--- src/rtl/dram_ctrl_pkg.sv ---
// Shared DRAM-controller types: command encodings and refresh scheduler states.
// Latency: n/a (types only).
// Backpressure: n/a (types only).
package dram_ctrl_pkg;

    typedef enum logic [1:0] {
        CMD_NOP   = 2'b00,
        CMD_READ  = 2'b01,
        CMD_WRITE = 2'b10,
        CMD_REF   = 2'b11
    } cmd_type_t;

    typedef enum logic [1:0] {
        IDLE     = 2'b00,
        HOST_CMD = 2'b01,
        REF_CMD  = 2'b10,
        REF_WAIT = 2'b11
    } sched_state_t;

endpackage

--- src/rtl/trfc_timer.sv ---
// tRFC blackout countdown: load starts a CYCLES-long busy window, done flags its last cycle.
// Latency: busy from the cycle after load; done in the CYCLES-th busy cycle.
// Backpressure: none; load restarts the count unconditionally.
// Ports: clk, rst_b, load (start countdown), busy (count running), done (final busy cycle).
// CYCLES must be at least 1.
module trfc_timer #(
    parameter int CYCLES = 12
) (
    input  logic clk,
    input  logic rst_b,
    input  logic load,
    output logic busy,
    output logic done
);

    localparam int CW = $clog2(CYCLES + 1);

    logic [CW-1:0] count;

    always_ff @(posedge clk or negedge rst_b) begin
        if (!rst_b) begin
            count <= '0;
        end else if (load) begin
            count <= CW'(CYCLES);
        end else if (count != '0) begin
            count <= count - 1'b1;
        end
    end

    assign busy = (count != '0);
    assign done = (count == CW'(1));

endmodule

--- src/rtl/refresh_scheduler.sv ---
// Refresh scheduler: tracks postponed refreshes and interleaves REF commands with host traffic.
// Latency: command offered the cycle after host acceptance; REF followed by TRFC_CYCLES blackout.
// Backpressure: cmd_ready stalls the offered command; host_ready drops when busy or refresh is urgent.
// Ports: refresh_tick in; host_valid/host_write/host_addr/host_ready host side;
//        cmd_valid/cmd_ready/cmd_type/cmd_addr issuer side; pending_cnt/urgent/overflow status.
// Optional: define REFRESH_STATS_EN to add ref_issued_cnt (saturating count of REF handshakes).
module refresh_scheduler
    import dram_ctrl_pkg::*;
#(
    parameter int ADDR_W        = 24,
    parameter int MAX_PENDING   = 8,
    parameter int URGENT_THRESH = 4,
    parameter int TRFC_CYCLES   = 12
) (
    input  logic                             clk,
    input  logic                             rst_b,
    input  logic                             refresh_tick,
    input  logic                             host_valid,
    input  logic                             host_write,
    input  logic [ADDR_W-1:0]                host_addr,
    output logic                             host_ready,
    output logic                             cmd_valid,
    input  logic                             cmd_ready,
    output logic [1:0]                       cmd_type,
    output logic [ADDR_W-1:0]                cmd_addr,
    output logic [$clog2(MAX_PENDING+1)-1:0] pending_cnt,
    output logic                             urgent,
    output logic                             overflow
`ifdef REFRESH_STATS_EN
    ,
    output logic [15:0]                      ref_issued_cnt
`endif
);

    localparam int PCW = $clog2(MAX_PENDING + 1);

    sched_state_t state, state_nxt;
    cmd_type_t    lat_type;
    logic [ADDR_W-1:0] lat_addr;
    logic host_hs;
    logic ref_hs;
    logic trfc_busy;
    logic trfc_done;

    assign urgent     = (pending_cnt >= PCW'(URGENT_THRESH));
    assign host_ready = (state == IDLE) && !urgent;
    assign host_hs    = host_valid && host_ready;
    assign ref_hs     = (state == REF_CMD) && cmd_ready;

    always_ff @(posedge clk or negedge rst_b) begin
        if (!rst_b) begin
            state <= IDLE;
        end else begin
            state <= state_nxt;
        end
    end

    always_comb begin
        state_nxt = state;
        cmd_valid = 1'b0;
        cmd_type  = CMD_NOP;
        cmd_addr  = '0;
        case (state)
            IDLE: begin
                if (urgent) begin
                    state_nxt = REF_CMD;
                end else if (host_valid) begin
                    state_nxt = HOST_CMD;
                end else if (pending_cnt != '0) begin
                    state_nxt = REF_CMD;
                end
            end
            HOST_CMD: begin
                cmd_valid = 1'b1;
                cmd_type  = lat_type;
                cmd_addr  = lat_addr;
                if (cmd_ready) begin
                    state_nxt = IDLE;
                end
            end
            REF_CMD: begin
                cmd_valid = 1'b1;
                cmd_type  = CMD_REF;
                if (cmd_ready) begin
                    state_nxt = REF_WAIT;
                end
            end
            REF_WAIT: begin
                // The !busy term only guards against wedging if the timer were ever idle here.
                if (trfc_done || !trfc_busy) begin
                    state_nxt = IDLE;
                end
            end
            default: state_nxt = IDLE;
        endcase
    end

    // Request is captured at acceptance so the command stays stable while the issuer stalls.
    always_ff @(posedge clk or negedge rst_b) begin
        if (!rst_b) begin
            lat_type <= CMD_NOP;
            lat_addr <= '0;
        end else if (host_hs) begin
            lat_type <= host_write ? CMD_WRITE : CMD_READ;
            lat_addr <= host_addr;
        end
    end

    // A tick landing on a REF handshake cancels out; a tick at the ceiling is lost and flagged.
    always_ff @(posedge clk or negedge rst_b) begin
        if (!rst_b) begin
            pending_cnt <= '0;
            overflow    <= 1'b0;
        end else if (refresh_tick && !ref_hs) begin
            if (pending_cnt == PCW'(MAX_PENDING)) begin
                overflow <= 1'b1;
            end else begin
                pending_cnt <= pending_cnt + 1'b1;
            end
        end else if (!refresh_tick && ref_hs) begin
            pending_cnt <= pending_cnt - 1'b1;
        end
    end

    trfc_timer #(
        .CYCLES (TRFC_CYCLES)
    ) u_trfc_timer (
        .clk   (clk),
        .rst_b (rst_b),
        .load  (ref_hs),
        .busy  (trfc_busy),
        .done  (trfc_done)
    );

`ifdef REFRESH_STATS_EN
    always_ff @(posedge clk or negedge rst_b) begin
        if (!rst_b) begin
            ref_issued_cnt <= '0;
        end else if (ref_hs && (ref_issued_cnt != 16'hFFFF)) begin
            ref_issued_cnt <= ref_issued_cnt + 1'b1;
        end
    end
`endif

endmodule

--- config.mk ---
export PLATFORM = sky130hd
export DESIGN_NAME = refresh_scheduler
export DESIGN_NICKNAME = d
export VERILOG_FILES = /design/src/rtl/dram_ctrl_pkg.sv /design/src/rtl/trfc_timer.sv /design/src/rtl/refresh_scheduler.sv
export SDC_FILE = /design/constraint.sdc
export NUM_CORES = 1
export LEC_CHECK = 0
export CORE_ASPECT_RATIO = 0.6
export CORE_MARGIN = 5
export CORE_UTILIZATION = 43
export CTS_BUF_LIST = sky130_fd_sc_hd__clkbuf_4
export DETAILED_ROUTE_END_ITERATION = 8
export PLACE_DENSITY_LB_ADDON = 0.1
export SYNTH_ARGS = -nofsm -noshare
export SYNTH_HDL_FRONTEND = slang
export SYNTH_SLANG_ARGS = --single-unit
--- constraint.sdc ---
create_clock -name clk -period 2.3 [get_ports clk]
set_input_delay 0.345 -clock clk [delete_from_list [all_inputs] [get_ports clk]]
set_output_delay 0.345 -clock clk [all_outputs]
set_load 0.005 [all_outputs]
=== Word level (Yosys, flattened, before mapping) ===
Index checks and enable logic that the tools add are counted.

* Memory bits (writable): 0
* Memories: 0
* Input port bits: 30
* Bits in latches: 0
* Bits in read-only memories: 0
* Flip-flop bits (word level): 37
* Output and inout port bits: 34

* Reduce and logical (&&, ||, !) cells: 19
* Bitwise gates (word level): 0
* Add/sub/neg operators: 3
* Order comparisons: 1
* Shifts and indexed selects: 0
* Multiplexer cells: 16
* Divide/modulo/power cells: 0
* Multipliers: 0
* Equal/unequal tests: 10

{| class="wikitable"
|+ Operators by type and width
! cell !! count
|-
| 24-bit 2-to-1 mux || 1
|-
| 4-bit 2-to-1 mux || 5
|-
| 2-bit 2-to-1 mux || 7
|-
| 2-bit inequality test, second input constant || 4
|-
| 2-bit case mux with 4 select lines || 1
|-
| 4-bit nonzero test || 2
|-
| 4-bit by 1-bit subtractor with 4-bit output, second input constant || 2
|-
| 1-bit logical AND || 5
|-
| 4-bit by 1-bit adder with 4-bit output, second input constant || 1
|-
| 2-bit == test, second input constant || 2
|-
| 4-bit by 1-bit == test with 1-bit output, second input constant || 1
|-
| 4-bit == test, second input constant || 1
|-
| 4-bit by 3-bit greater-or-equal comparator with 1-bit output, second input constant || 1
|-
| 1-bit zero test || 4
|-
| 4-bit by 3-bit inequality test with 1-bit output, second input constant || 1
|-
| 2-bit case mux with 2 select lines || 1
|-
| 2-bit AND reduction || 2
|-
| 4-bit AND reduction || 1
|-
| 2-bit nonzero test || 2
|-
| 2-bit by 1-bit == test with 1-bit output, second input constant || 1
|-
| 2-bit zero test || 1
|-
| 2-bit OR reduction || 1
|-
| 1-bit logical OR || 1
|-
| 1-bit 2-to-1 mux || 1
|}

=== Depth between registers and ports, before layout ===
Gate-level depths: netlist of the first run.

* Word-level depth: 6
* Depth in mapped cells: 10

=== Cells and area by module ===
Synthesis of the first run repeated with hierarchy kept, for this count alone.

* Cell total of the unflattened synthesis: 159
* Area, all modules: 1923.1 um^2

{| class="wikitable"
|+ By module, submodules not included
! module !! area each (um^2) !! times used !! seq. area each (um^2) !! cells an instance
|-
| refresh_scheduler || 1664.1 || 1 || 825.8 || 135
|-
| trfc_timer || 259.0 || 1 || 100.1 || 24
|}

=== Worst setup path after synthesis of the first run ===
OpenSTA, ideal clock, no wires.

* Kind: register -> register
* Start point: register state[0]
* End point: register pending_cnt[3]
* Slack: 0.218 ns
* Arrival: 2.003 ns
* Required time: 2.221 ns
* Path buffers: 1
* Stages on the path, launching flop included: 11
* Library setup time: 0.079 ns
* Path through: dfrtp_1 inv_1 ha_1 buf_2 nand2_1 nand2_1 ha_1 a21o_2 a21oi_1 mux2i_1 xor2_1

* Longest elaborated chain between the ends: 6

{| class="wikitable"
|+ RTL lines
! what !! line !! source
|-
| start: declaration || refresh_scheduler.sv:37 || <nowiki>sched_state_t state, state_nxt;</nowiki>
|-
| start signal: assignment || refresh_scheduler.sv:54 || <nowiki>state <= state_nxt;</nowiki>
|-
| 2-bit == test * || refresh_scheduler.sv:48 || <nowiki>assign ref_hs = (state == REF_CMD) && cmd_ready;</nowiki>
|-
| 1-bit logical AND * || refresh_scheduler.sv:48 ||
|-
| 1-bit zero test || refresh_scheduler.sv:114 || <nowiki>end else if (refresh_tick && !ref_hs) begin</nowiki>
|-
| 1-bit logical AND || refresh_scheduler.sv:114 ||
|-
| 2-bit inequality test (no source line) / 2-bit nonzero test (equally long branches) || -- ||
|-
| 2-bit AND reduction (no source line) || -- ||
|-
| end signal: assignment || refresh_scheduler.sv:118 || <nowiki>pending_cnt <= pending_cnt + 1'b1;</nowiki>
|-
| end signal: assignment || refresh_scheduler.sv:121 || <nowiki>pending_cnt <= pending_cnt - 1'b1;</nowiki>
|-
| end: declaration || refresh_scheduler.sv:26 || <nowiki>output logic [$clog2(MAX_PENDING+1)-1:0] pending_cnt,</nowiki>
|}

Every way passes the cells marked *; elsewhere a longest branch is shown, timed or not.
A chain may end at the register's enable or synchronous reset.

=== Worst setup path after layout of the first run ===
* Start point: register state[0]
* End point: output port cmd_type[1]

* Longest elaborated chain between the ends: 2

{| class="wikitable"
|+ RTL lines
! what !! line !! source
|-
| 2-bit == test / 2-bit by 1-bit == test with 1-bit output (equally long branches) || refresh_scheduler.sv:63 || <nowiki>case (state)</nowiki>
|-
| 2-bit case mux with 2 select lines * || refresh_scheduler.sv:63 ||
|-
| end: declaration || refresh_scheduler.sv:24 || <nowiki>output logic [1:0] cmd_type,</nowiki>
|}

Marked as above.

==> metrics.md, run 1 <==
| Metric | Value |
|---|---|
| Vias | `1,326` |
| Total net switching power | `0.989 mW` |
| Most common library cell in the layout ignoring fill and taps | `sky130_fd_sc_hd__clkdlybuf4s50_1` |
| Global-route wire length before repair | `6.47 mm` |
| Critical path endpoint category | `output port` |
| Internal power | `2.09 mW` |
| Number of warning messages in the yosys log | `0` |
| Clock slew at the register clock pins of the worst setup and hold paths | `0.10 ns` |
| Count of final setup violators | `0` |
| Via density | `4.70` |
| Least-Margin Pin Slew | `0.817 ns` |
| Switching power as a share of total power | `32.1%` |
| Util after Layout | `64.5%` |
| Register area share after synthesis | `50.0%` |
| Proportion of layout cells with a drive suffix above 1 | `24.3%` |
| Count of state elements after synthesis | `37` |
| Power share of the sequential group | `38.7%` |
| Total Die Area | `5760 sq um` |
| Peak supply drop | `0.885 mV` |
| Commonest cells after routing, fill and taps aside | `sky130_fd_sc_hd__clkdlybuf4s50_1, sky130_fd_sc_hd__dfrtp_1, sky130_fd_sc_hd__and2_1` |
| Floorplan core area | `4140 sq um` |
| Fin. max-slew vios | `0` |
| # port buffers | `63` |
| Minimum clock period | `2.20 ns` |
| Clock share of power | `11.6%` |
| Setup slack after layout | `0.105 ns` |
| Top-level I/O count | `64` |
| Setup Fix Bufs, Post-CTS | `0` |
| Peak Freq | `455 MHz` |
| Non-filler cells in the finished layout | `282` |
| Area added between synthesis and finish | `44.3%` |
| Area of all placed cells without fillers | `2670 sq um` |
| Area of the mapped netlist | `1850 sq um` |
| Final setup TNS | `0 ns` |
| Hold Crit Class | `input port to async pin` |
| Antenna Cells | `0` |
| Reg2Reg Setup Slack | `0.29 ns` |
| Number of rows in the core area | `18` |
| Final hold vios | `0` |
| Final Wtd Congestion | `0.737` |
| Worst EP required | `1.96 ns` |
| Status | `completed` |
| Power per cell area | `1150 nW/um^2` |
| Remaining antenna violation count after routing | `0` |
| Number of max-cap violations | `0` |
| Worst setup timing slack at the placement stage | `0.193 ns` |
| Die X | `94.7 um` |
| Overflow after GRT | `0` |
| Clock tree skew after final layout | `0.00575 ns` |
| Dpl cell area | `2570 sq um` |
| Number of design rule violations left after detail routing | `0` |
| Critical path arrival | `1.85 ns` |
| Dpl cells | `274` |
| Critical Path Source | `state[0]$_DFFE_PN0P_` |
| Total wire length after detailed routing | `4.04 mm` |
| Area share of the leading cell type in the synthesized netlist | `50.0%` |
| WL/cell | `14.3 um` |
| Total nets after synthesis | `190` |
| Clock latency of the later-clocked register in the worst-skew pair | `0.33 ns` |
| Average instance area after synthesis | `12.3 sq um` |
| Unique masters post-synth | `34` |
| Initial DRC Count | `13` |
| TritonCTS clock tree | `done` |
| Combinational share of power | `49.7%` |
| Vertical die dimension | `60.8 um` |
| Biggest area consumer among synthesized cells | `sky130_fd_sc_hd__dfrtp_1` |
| Kind of launch point of the worst setup path | `flop` |
| Antenna violations before repair | `0` |
| Root buf cell | `sky130_fd_sc_hd__clkbuf_4` |
| End of the worst register-to-register path | `pending_cnt[3]$_DFFE_PN0P_` |
| Vias in the first global route | `1,412` |
| Post-DP HPWL | `3.07 mm` |
| All-Layer GR Usage | `15.0%` |
| Starting Density | `44.7%` |
| Share of the clock period used by the worst path | `95.5%` |
| Headroom to the max-slew limit | `45.6%` |
| Cells on worst reg2reg path | `9` |
| Cell count after synthesis | `151` |
| Pin count of the biggest net entering global routing | `38` |
| Static leakage power | `1.15 nW` |
| Setup repair after global routing missed its margin | `no` |
| Pre-antenna DRT Iters | `4` |
| Largest buffer count on any clock path | `2` |
| Most area-consuming cells after synthesis | `sky130_fd_sc_hd__dfrtp_1, sky130_fd_sc_hd__mux2_2, sky130_fd_sc_hd__and2_1` |
| Worst hold slack after final layout | `0.102 ns` |
| Number of H-tree levels | `2` |
| Critical path destination | `cmd_type[1]` |
| Critical-path maximum fanout | `8` |
| Worst setup path class | `flop to output port` |
| Number of CTS-inserted buffers | `5` |
| Overall power after layout | `3.08 mW` |
| Number of clock sinks | `37` |
| Origin of the critical flop-to-flop path | `state[0]$_DFFE_PN0P_` |
| Number of nets in the layout | `260` |
==> layout make-up <==
class                      instances  area [sq um]
clock buffer                       8          60.1
fill                             337          1470
inverter                           6          22.5
multi-input combinational        102           891
sequential                        37           927
tap                               60          75.1
timing repair buffer              69           697
==> critical path, stage by stage, from the launching register on <==
cell and delay (ns):
sky130_fd_sc_hd__dfrtp_2 0.46, sky130_fd_sc_hd__inv_2 0.09, sky130_fd_sc_hd__ha_2 0.19, sky130_fd_sc_hd__buf_6 0.13
sky130_fd_sc_hd__a21oi_1 0.04, sky130_fd_sc_hd__nor2b_1 0.11, sky130_fd_sc_hd__clkdlybuf4s50_1 0.51
==> timing repair <==
action / 4_1_cts / 5_1_grt
endpoints found under the hold margin: 0 / 0
resized for setup: 4 / 8
hold buffers: 0 / 0
endpoints found under the setup margin: 21 / 24
cloned: 0 / 0
==> how the worst min path moves through the flow <==
| stage | from | to | depth (start not counted) |
|---|---|---|---|
| 5_1_grt | rst_b | lat_addr[12]$_DFFE_PN0P_ | 1 |
| 3_5_place_dp | lat_addr[12]$_DFFE_PN0P_ | lat_addr[12]$_DFFE_PN0P_ | 1 |
| 3_3_place_gp | rst_b | u_trfc_timer.count[1]$_DFFE_PN0P_ | 1 |
| 4_1_cts | rst_b | lat_addr[11]$_DFFE_PN0P_ | 1 |
| 2_1_floorplan | rst_b | lat_addr[0]$_DFFE_PN0P_ | 0 |
| 6_report | rst_b | u_trfc_timer.count[3]$_DFFE_PN0P_ | 1 |
==> cell usage after synthesis <==
cell                       number
sky130_fd_sc_hd__dfrtp_1       37
sky130_fd_sc_hd__and2_1        25
sky130_fd_sc_hd__mux2_2        24
sky130_fd_sc_hd__ha_1           8
sky130_fd_sc_hd__a21oi_1        6
sky130_fd_sc_hd__inv_1          6
sky130_fd_sc_hd__nor2_1         5
sky130_fd_sc_hd__mux2i_1        3
sky130_fd_sc_hd__nand2_1        3
sky130_fd_sc_hd__xor2_1         3
sky130_fd_sc_hd__a221o_1        2
sky130_fd_sc_hd__buf_2          2
sky130_fd_sc_hd__clkbuf_1       2
sky130_fd_sc_hd__nor2b_1        2
sky130_fd_sc_hd__nor3_1         2
sky130_fd_sc_hd__o21ai_0        2
sky130_fd_sc_hd__o21bai_1       2
sky130_fd_sc_hd__a21o_2         1
sky130_fd_sc_hd__a221oi_1       1
sky130_fd_sc_hd__a31o_2         1
sky130_fd_sc_hd__a32o_2         1
sky130_fd_sc_hd__buf_4          1
sky130_fd_sc_hd__buf_6          1
sky130_fd_sc_hd__fa_1           1
sky130_fd_sc_hd__mux2_1         1
sky130_fd_sc_hd__mux2_4         1
sky130_fd_sc_hd__nand2_4        1
sky130_fd_sc_hd__nand3_1        1
sky130_fd_sc_hd__nand3_2        1
sky130_fd_sc_hd__nor3b_2        1
sky130_fd_sc_hd__or2_2          1
sky130_fd_sc_hd__or2_4          1
sky130_fd_sc_hd__or4b_1         1
sky130_fd_sc_hd__xnor2_1        1
==> registers in the layout (all words and copies together), names as in the netlist <==
signal	flops
lat_addr	24
lat_type	2
overflow	1
pending_cnt	4
state	2
u_trfc_timer.count	4
==> cells by family after synthesis <==
logic type / after synthesis / synth area share (%)
AOI/OAI and AO/OA: 16 / 6.08
xor gates and xnor gates: 4 / 1.89
adders and majority gates: 9 / 6.49
buffers and inverters: 12 / 3.18
DFF: 37 / 50.0
muxes: 29 / 17.6
and+or+nand+nor: 44 / 14.7
==> power by group through the flow <==
stage | logic (mW) | clock network, mW | registers (mW)
after floorplan | 0.890 | 0 | 1.15
after global placement | 1.45 | 0 | 1.18
after detailed placement | 1.50 | 0 | 1.20
after CTS | 1.53 | 0.380 | 1.19
after global routing | 1.70 | 0.403 | 1.24
final | 1.53 | 0.357 | 1.19
==> per-layer routing <==
metal	vias up	wire length (um)	share of wire, %	track usage [%]
met2	36	1850	46	24.4
met1	629	1910	47	19.1
met3	5	256	6.3	4.96
met4	0	31	0.77	4.93
met5	-	0	0	0
li1	656	-	-	-
Note: power is estimated with default switching activity, not from simulation.
==> run 2: changes to the inputs <==
CORE_UTILIZATION = 47   (was 43)
==> metrics.md, run 2 (same netlist as run 1, synthesis figures left out) <==
| Metric | Value |
|---|---|
| Status | `completed (unchanged)` |
| Peak Freq | `451 MHz (was 455 MHz)` |
| Origin of the critical flop-to-flop path | `state[0]$_DFFE_PN0P_ (unchanged)` |
| Largest buffer count on any clock path | `2 (unchanged)` |
| Static leakage power | `1.16 nW (was 1.15 nW)` |
| Remaining antenna violation count after routing | `0 (unchanged)` |
| Total wire length after detailed routing | `4.08 mm (was 4.04 mm)` |
| Reg2Reg Setup Slack | `0.31 ns (was 0.29 ns)` |
| Die X | `91.0 um (was 94.7 um)` |
| Number of rows in the core area | `17 (was 18)` |
| Worst setup path class | `flop to output port (unchanged)` |
| Longest individual stage delay on the worst path | `0.52 ns (was 0.51 ns)` |
| Worst EP required | `1.96 ns (about the same)` |
| # port buffers | `63 (unchanged)` |
| Critical path arrival | `1.87 ns (was 1.85 ns)` |
| Final hold vios | `0 (unchanged)` |
| Met3 track demand over resource | `4.85% (was 4.96%)` |
| Number of clock sinks | `37 (unchanged)` |
| Cell family contributing the most delay on the critical path | `buffers and inverters (unchanged)` |
| Peak supply drop | `0.948 mV (was 0.885 mV)` |
| Share of the clock period used by the worst path | `96.3% (was 95.5%)` |
| Headroom to the max-slew limit | `46.7% (was 45.6%)` |
| Antenna violations before repair | `0 (unchanged)` |
| Pre-antenna DRT Iters | `4 (unchanged)` |
| Overflow after GRT | `0 (unchanged)` |
| Number of buffer and inverter instances along the worst setup path | `3 (unchanged)` |
| Antenna Cells | `0 (unchanged)` |
| All-Layer GR Usage | `15.8% (was 15.0%)` |
| Critical Path Source | `state[0]$_DFFE_PN0P_ (unchanged)` |
| Largest regs | `lat_addr (24), pending_cnt (4), u_trfc_timer.count (4) (unchanged)` |
| Clock latency of the later-clocked register in the worst-skew pair | `0.33 ns (about the same)` |
| Number of CTS-inserted buffers | `5 (unchanged)` |
| Number of buffers inserted by hold repair at cts | `0 (unchanged)` |
| Power per cell area | `1200 nW/um^2 (was 1150 nW/um^2)` |
| Clock tree skew after final layout | `0.00429 ns (was 0.00575 ns)` |
| Initial DRC Count | `31 (was 13)` |
| Starting Density | `49.5% (was 44.7%)` |
| Count of final setup violators | `0 (unchanged)` |
| Clock slew at the register clock pins of the worst setup and hold paths | `0.11 ns (was 0.10 ns)` |
| GR met2 Demand/Resource | `27.2% (was 24.4%)` |
| Vias in the first global route | `1,409 (was 1,412)` |
| Number of max-cap violations | `0 (unchanged)` |
| Util after Layout | `70.9% (was 64.5%)` |
| Root buf cell | `sky130_fd_sc_hd__clkbuf_4 (unchanged)` |
| Kind of launch point of the worst setup path | `flop (unchanged)` |
| Minimum clock period | `2.22 ns (was 2.20 ns)` |
| Number of H-tree levels | `2 (unchanged)` |
| Critical-path maximum fanout | `8 (unchanged)` |
| Fin. max-slew vios | `0 (unchanged)` |
| Vias | `1,359 (was 1,326)` |
| Hold Crit Class | `input port to async pin (unchanged)` |
| Number of flip-flops in the largest register | `24 (unchanged)` |
| Area added between synthesis and finish | `43.4% (was 44.3%)` |
| Register with the most flip-flops | `lat_addr (unchanged)` |
| Commonest cells after routing, fill and taps aside | `sky130_fd_sc_hd__clkdlybuf4s50_1, sky130_fd_sc_hd__dfrtp_1, sky130_fd_sc_hd__and2_1 (unchanged)` |
| WL/cell | `15.1 um (was 14.3 um)` |
| Total Die Area | `5340 sq um (was 5760 sq um)` |
| Final Wtd Congestion | `0.720 (was 0.737)` |
| Most common library cell in the layout ignoring fill and taps | `sky130_fd_sc_hd__clkdlybuf4s50_1 (unchanged)` |
| Pin count of the biggest net entering global routing | `38 (unchanged)` |
| TritonCTS clock tree | `done (unchanged)` |
| Floorplan core area | `3740 sq um (was 4140 sq um)` |
| Via density | `5.03 (was 4.70)` |
| Post-DP HPWL | `3.15 mm (was 3.07 mm)` |
| Critical path cell sequence | `inv_2, ha_1, buf_4, a21oi_1, nor2b_1, clkdlybuf4s50_1 (was inv_2, ha_2, buf_6, a21oi_1, nor2b_1, clkdlybuf4s50_1)` |
| Proportion of layout cells with a drive suffix above 1 | `23.3% (was 24.3%)` |
| Global-route wire length before repair | `6.76 mm (was 6.47 mm)` |
| Number of design rule violations left after detail routing | `0 (unchanged)` |
| Top-level I/O count | `64 (unchanged)` |
| Worst hold slack after final layout | `0.0901 ns (was 0.102 ns)` |
| Met1 routing resource usage after global routing | `20.2% (was 19.1%)` |
| Least-Margin Pin Slew | `0.799 ns (was 0.817 ns)` |
| Number of nets in the layout | `261 (was 260)` |
| Slowest cell on the critical path | `sky130_fd_sc_hd__clkdlybuf4s50_1 (unchanged)` |
| Critical path endpoint category | `output port (unchanged)` |
| Vertical die dimension | `58.6 um (was 60.8 um)` |
| GR peak layer | `met2 (unchanged)` |
-- run 2: path summary, 6_finish.rpt --
kind | to | cells past startpoint
worst max-delay path | cmd_type[1] | 6
worst min register to register | lat_addr[12]$_DFFE_PN0P_ | 1
min in group clk | lat_addr[12]$_DFFE_PN0P_ | 1
max in group asynchronous | state[0]$_DFFE_PN0P_ | 1
worst min-delay path | u_trfc_timer.count[1]$_DFFE_PN0P_ | 1
worst max register to register | pending_cnt[3]$_DFFE_PN0P_ | 9
-- run 2: timing repair --
action,4_1_cts,5_1_grt
endpoints found under the setup margin,24,26
setup buffers,0,1
resized for setup,3,5
-- run 2: per-layer routing --
metal  vias up  part of all wire (%)
met5         -                     0
met4         0                     0
li1        659                     -
met2        37                    49
met3         0                   5.8
met1       663                    45
-- run 2: per-stage QoR --
step	setup slack, ns	cell area [sq um]	setup TNS, ns	std cells	power (mW)
final	0.0850	2660	0	270	3.17
after global routing	-0.00131	2660	-0.00131	270	3.41
after CTS	0.000665	2630	0	269	3.19
after detailed placement	0.0866	2540	0	261	2.72
after global placement	0.200	2540	0	261	2.63
after floorplan	0.218	1850	0	151	2.04
-- run 2: power breakdown --
part           switching (mW)  leakage, nW  total [mW]  internal, mW
combinational           0.594        0.675        1.54         0.944
sequential              0.209        0.441        1.19         0.978
clock                   0.212       0.0433       0.450         0.238
-- run 2: final cells by class --
cell class                 instances  area (sq um)
multi-input combinational        102           880
clock buffer                       6          45.0
sequential                        37           927
timing repair buffer              70           688
fill                             273          1090
clock inverter                     2          33.8
inverter                           6          22.5
tap                               47          58.8
==> run 3: changes to the inputs <==
CELL_PAD_IN_SITES_DETAIL_PLACEMENT = 0   (was default)
CELL_PAD_IN_SITES_GLOBAL_PLACEMENT = 1   (was default)
CORE_UTILIZATION = 36   (was 47)
==> metrics.md, run 3 (same netlist as run 1, synthesis figures left out) <==
| Metric | Value |
|---|---|
| Pin count of the biggest net entering global routing | `38 (unchanged)` |
| Worst setup path class | `flop to output port (unchanged)` |
| Register with the most flip-flops | `lat_addr (unchanged)` |
| Cell family contributing the most delay on the critical path | `buffers and inverters (unchanged)` |
| Area of all placed cells without fillers | `2760 sq um (was 2660 sq um)` |
| Fin. max-slew vios | `0 (unchanged)` |
| Critical path endpoint category | `output port (unchanged)` |
| Power per cell area | `1150 nW/um^2 (was 1200 nW/um^2)` |
| Final setup TNS | `0 ns (unchanged)` |
| Area added between synthesis and finish | `49.3% (was 43.4%)` |
| Largest regs | `lat_addr (24), pending_cnt (4), u_trfc_timer.count (4) (unchanged)` |
| Setup repair after global routing missed its margin | `yes` |
| Total Die Area | `6730 sq um (was 5340 sq um)` |
| Status | `completed (unchanged)` |
| Most common library cell in the layout ignoring fill and taps | `sky130_fd_sc_hd__clkdlybuf4s50_1 (unchanged)` |
| Origin of the critical flop-to-flop path | `state[1]$_DFFE_PN0P_ (was state[0]$_DFFE_PN0P_)` |
| Number of nets in the layout | `262 (was 261)` |
| Number of buffer and inverter instances along the worst setup path | `2 (was 3)` |
| Number of fill cells in the layout | `422 (was 273)` |
| Clock latency of the later-clocked register in the worst-skew pair | `0.34 ns (was 0.33 ns)` |
| Headroom to the max-slew limit | `44.3% (was 46.7%)` |
| Share of the clock period used by the worst path | `96.1% (was 96.3%)` |
| Top-level I/O count | `64 (unchanged)` |
| TritonCTS clock tree | `done (unchanged)` |
| Proportion of layout cells with a drive suffix above 1 | `23.7% (was 23.3%)` |
| All-Layer GR Usage | `13.7% (was 15.8%)` |
| Critical path arrival | `1.86 ns (was 1.87 ns)` |
| Starting Density | `36.8% (was 49.5%)` |
| Total wire length after detailed routing | `4.24 mm (was 4.08 mm)` |
| Antenna Cells | `0 (unchanged)` |
| Die X | `103 um (was 91.0 um)` |
| Number of max-cap violations | `0 (unchanged)` |
| Overflow after GRT | `0 (unchanged)` |
| End of the worst register-to-register path | `pending_cnt[3]$_DFFE_PN0P_ (unchanged)` |
| Hold Crit Class | `input port to async pin (unchanged)` |
| Post-DP HPWL | `3.22 mm (was 3.15 mm)` |
| Number of CTS-inserted buffers | `5 (unchanged)` |
| Commonest cells after routing, fill and taps aside | `sky130_fd_sc_hd__clkdlybuf4s50_1, sky130_fd_sc_hd__dfrtp_1, sky130_fd_sc_hd__and2_1 (unchanged)` |
| Static leakage power | `1.54 nW (was 1.16 nW)` |
| Vertical die dimension | `65.6 um (was 58.6 um)` |
| Vias | `1,344 (was 1,359)` |
| Cells on worst reg2reg path | `8 (was 9)` |
| # port buffers | `63 (unchanged)` |
| Final hold vios | `0 (unchanged)` |
| Minimum clock period | `2.21 ns (was 2.22 ns)` |
| Number of flip-flops in the largest register | `24 (unchanged)` |
| Final Wtd Congestion | `0.769 (was 0.720)` |
| Clock slew at the register clock pins of the worst setup and hold paths | `0.13 ns (was 0.11 ns)` |
| Critical-path maximum fanout | `3 (was 8)` |
| Least-Margin Pin Slew | `0.836 ns (was 0.799 ns)` |
| Largest buffer count on any clock path | `2 (unchanged)` |
| Slowest cell on the critical path | `sky130_fd_sc_hd__clkdlybuf4s50_1 (unchanged)` |
| Reg2Reg Setup Slack | `0.33 ns (was 0.31 ns)` |
| Root buf cell | `sky130_fd_sc_hd__clkbuf_4 (unchanged)` |
| Via density | `4.63 (was 5.03)` |
| Number of clock sinks | `37 (unchanged)` |
| Pre-antenna DRT Iters | `4 (unchanged)` |
| Floorplan core area | `5030 sq um (was 3740 sq um)` |
| Dpl cell area | `2580 sq um (was 2540 sq um)` |
| WL/cell | `14.6 um (was 15.1 um)` |
| Clock tree skew after final layout | `0.0181 ns (was 0.00429 ns)` |
| Overall power after layout | `3.17 mW (about the same)` |
| Kind of launch point of the worst setup path | `flop (unchanged)` |
| Peak Freq | `453 MHz (was 451 MHz)` |
| Number of design rule violations left after detail routing | `0 (unchanged)` |
| Critical path cell sequence | `inv_2, ha_1, nor3b_4, clkdlybuf4s50_1 (was inv_2, ha_1, buf_4, a21oi_1, nor2b_1, clkdlybuf4s50_1)` |
| Number of rows in the core area | `20 (was 17)` |
| Antenna violations before repair | `0 (unchanged)` |
| Count of final setup violators | `0 (unchanged)` |
| Vias in the first global route | `1,451 (was 1,409)` |
| Number of H-tree levels | `2 (unchanged)` |
| Longest individual stage delay on the worst path | `0.54 ns (was 0.52 ns)` |
| Number of buffers inserted by hold repair at cts | `0 (unchanged)` |
| Global-route wire length before repair | `7.16 mm (was 6.76 mm)` |
| Peak supply drop | `0.504 mV (was 0.948 mV)` |
| Initial DRC Count | `28 (was 31)` |
| Worst EP required | `1.96 ns (about the same)` |
| Remaining antenna violation count after routing | `0 (unchanged)` |
-- run 3: metrics by stage --
step           instances  hold slack (ns)  utilization (%)  setup WS [ns]
6_report             290           0.0982             55.0         0.0907
5_1_grt              290            0.154             55.0        -0.0494
4_1_cts              290            0.108             53.6         0.0179
3_5_place_dp         280            0.463             51.3          0.173
3_3_place_gp         280            0.464             51.3          0.242
2_1_floorplan        151           0.0494                -          0.218
-- run 3: worst max-delay path by stage --
stage / start / to / slack, ns / depth (start not counted)
floorplan: state[0]$_DFFE_PN0P_ / pending_cnt[3]$_DFFE_PN0P_ / 0.22 / 10
global placement: cmd_ready / pending_cnt[3]$_DFFE_PN0P_ / 0.24 / 8
detailed placement: cmd_ready / pending_cnt[3]$_DFFE_PN0P_ / 0.17 / 8
CTS: state[1]$_DFFE_PN0P_ / cmd_addr[4] / 0.02 / 5
global route: state[1]$_DFFE_PN0P_ / host_ready / -0.05 / 4
finish: state[1]$_DFFE_PN0P_ / host_ready / 0.09 / 4
-- run 3: what timing repair did --
item	CTS	global route
resized for setup	5	26
setup buffers	2	0
setup endpoints to repair	24	24
-- run 3: worst register-to-register path, stage by stage, from the launching register on --
cell and delay, ns:
sky130_fd_sc_hd__dfrtp_1 0.44, sky130_fd_sc_hd__ha_1 0.21, sky130_fd_sc_hd__nand2_1 0.09, sky130_fd_sc_hd__nand2_1 0.08
sky130_fd_sc_hd__ha_1 0.28, sky130_fd_sc_hd__a21o_2 0.22, sky130_fd_sc_hd__a21oi_1 0.17, sky130_fd_sc_hd__mux2i_1 0.24
sky130_fd_sc_hd__xor2_1 0.16
-- run 3: routing by layer --
metal | GRT usage (%) | up-vias | wire [um]
li1 | - | 664 | -
met1 | 18.1 | 645 | 1940
met2 | 21.5 | 33 | 1950
met3 | 4.98 | 2 | 332
met4 | 2.95 | 0 | 16
met5 | 0 | - | 0
-- run 3: power by group --
part	total [mW]	switching, mW	internal, mW	leakage (nW)
combinational	1.53	0.579	0.952	1.06
sequential	1.19	0.215	0.977	0.442
clock	0.447	0.222	0.225	0.0389
total	3.17	1.01	2.15	1.54
-- run 3: final cells by class --
cell class / count / area [sq um] / area share (%)
repair buffers: 71 / 766 / 27.7
clock buffers: 5 / 37.5 / 1.36
multi-input cells: 102 / 888 / 32.1
inverters: 6 / 22.5 / 0.815
well taps: 66 / 82.6 / 2.99
flip-flops and latches: 37 / 926 / 33.5
clock inverters: 3 / 41.3 / 1.49
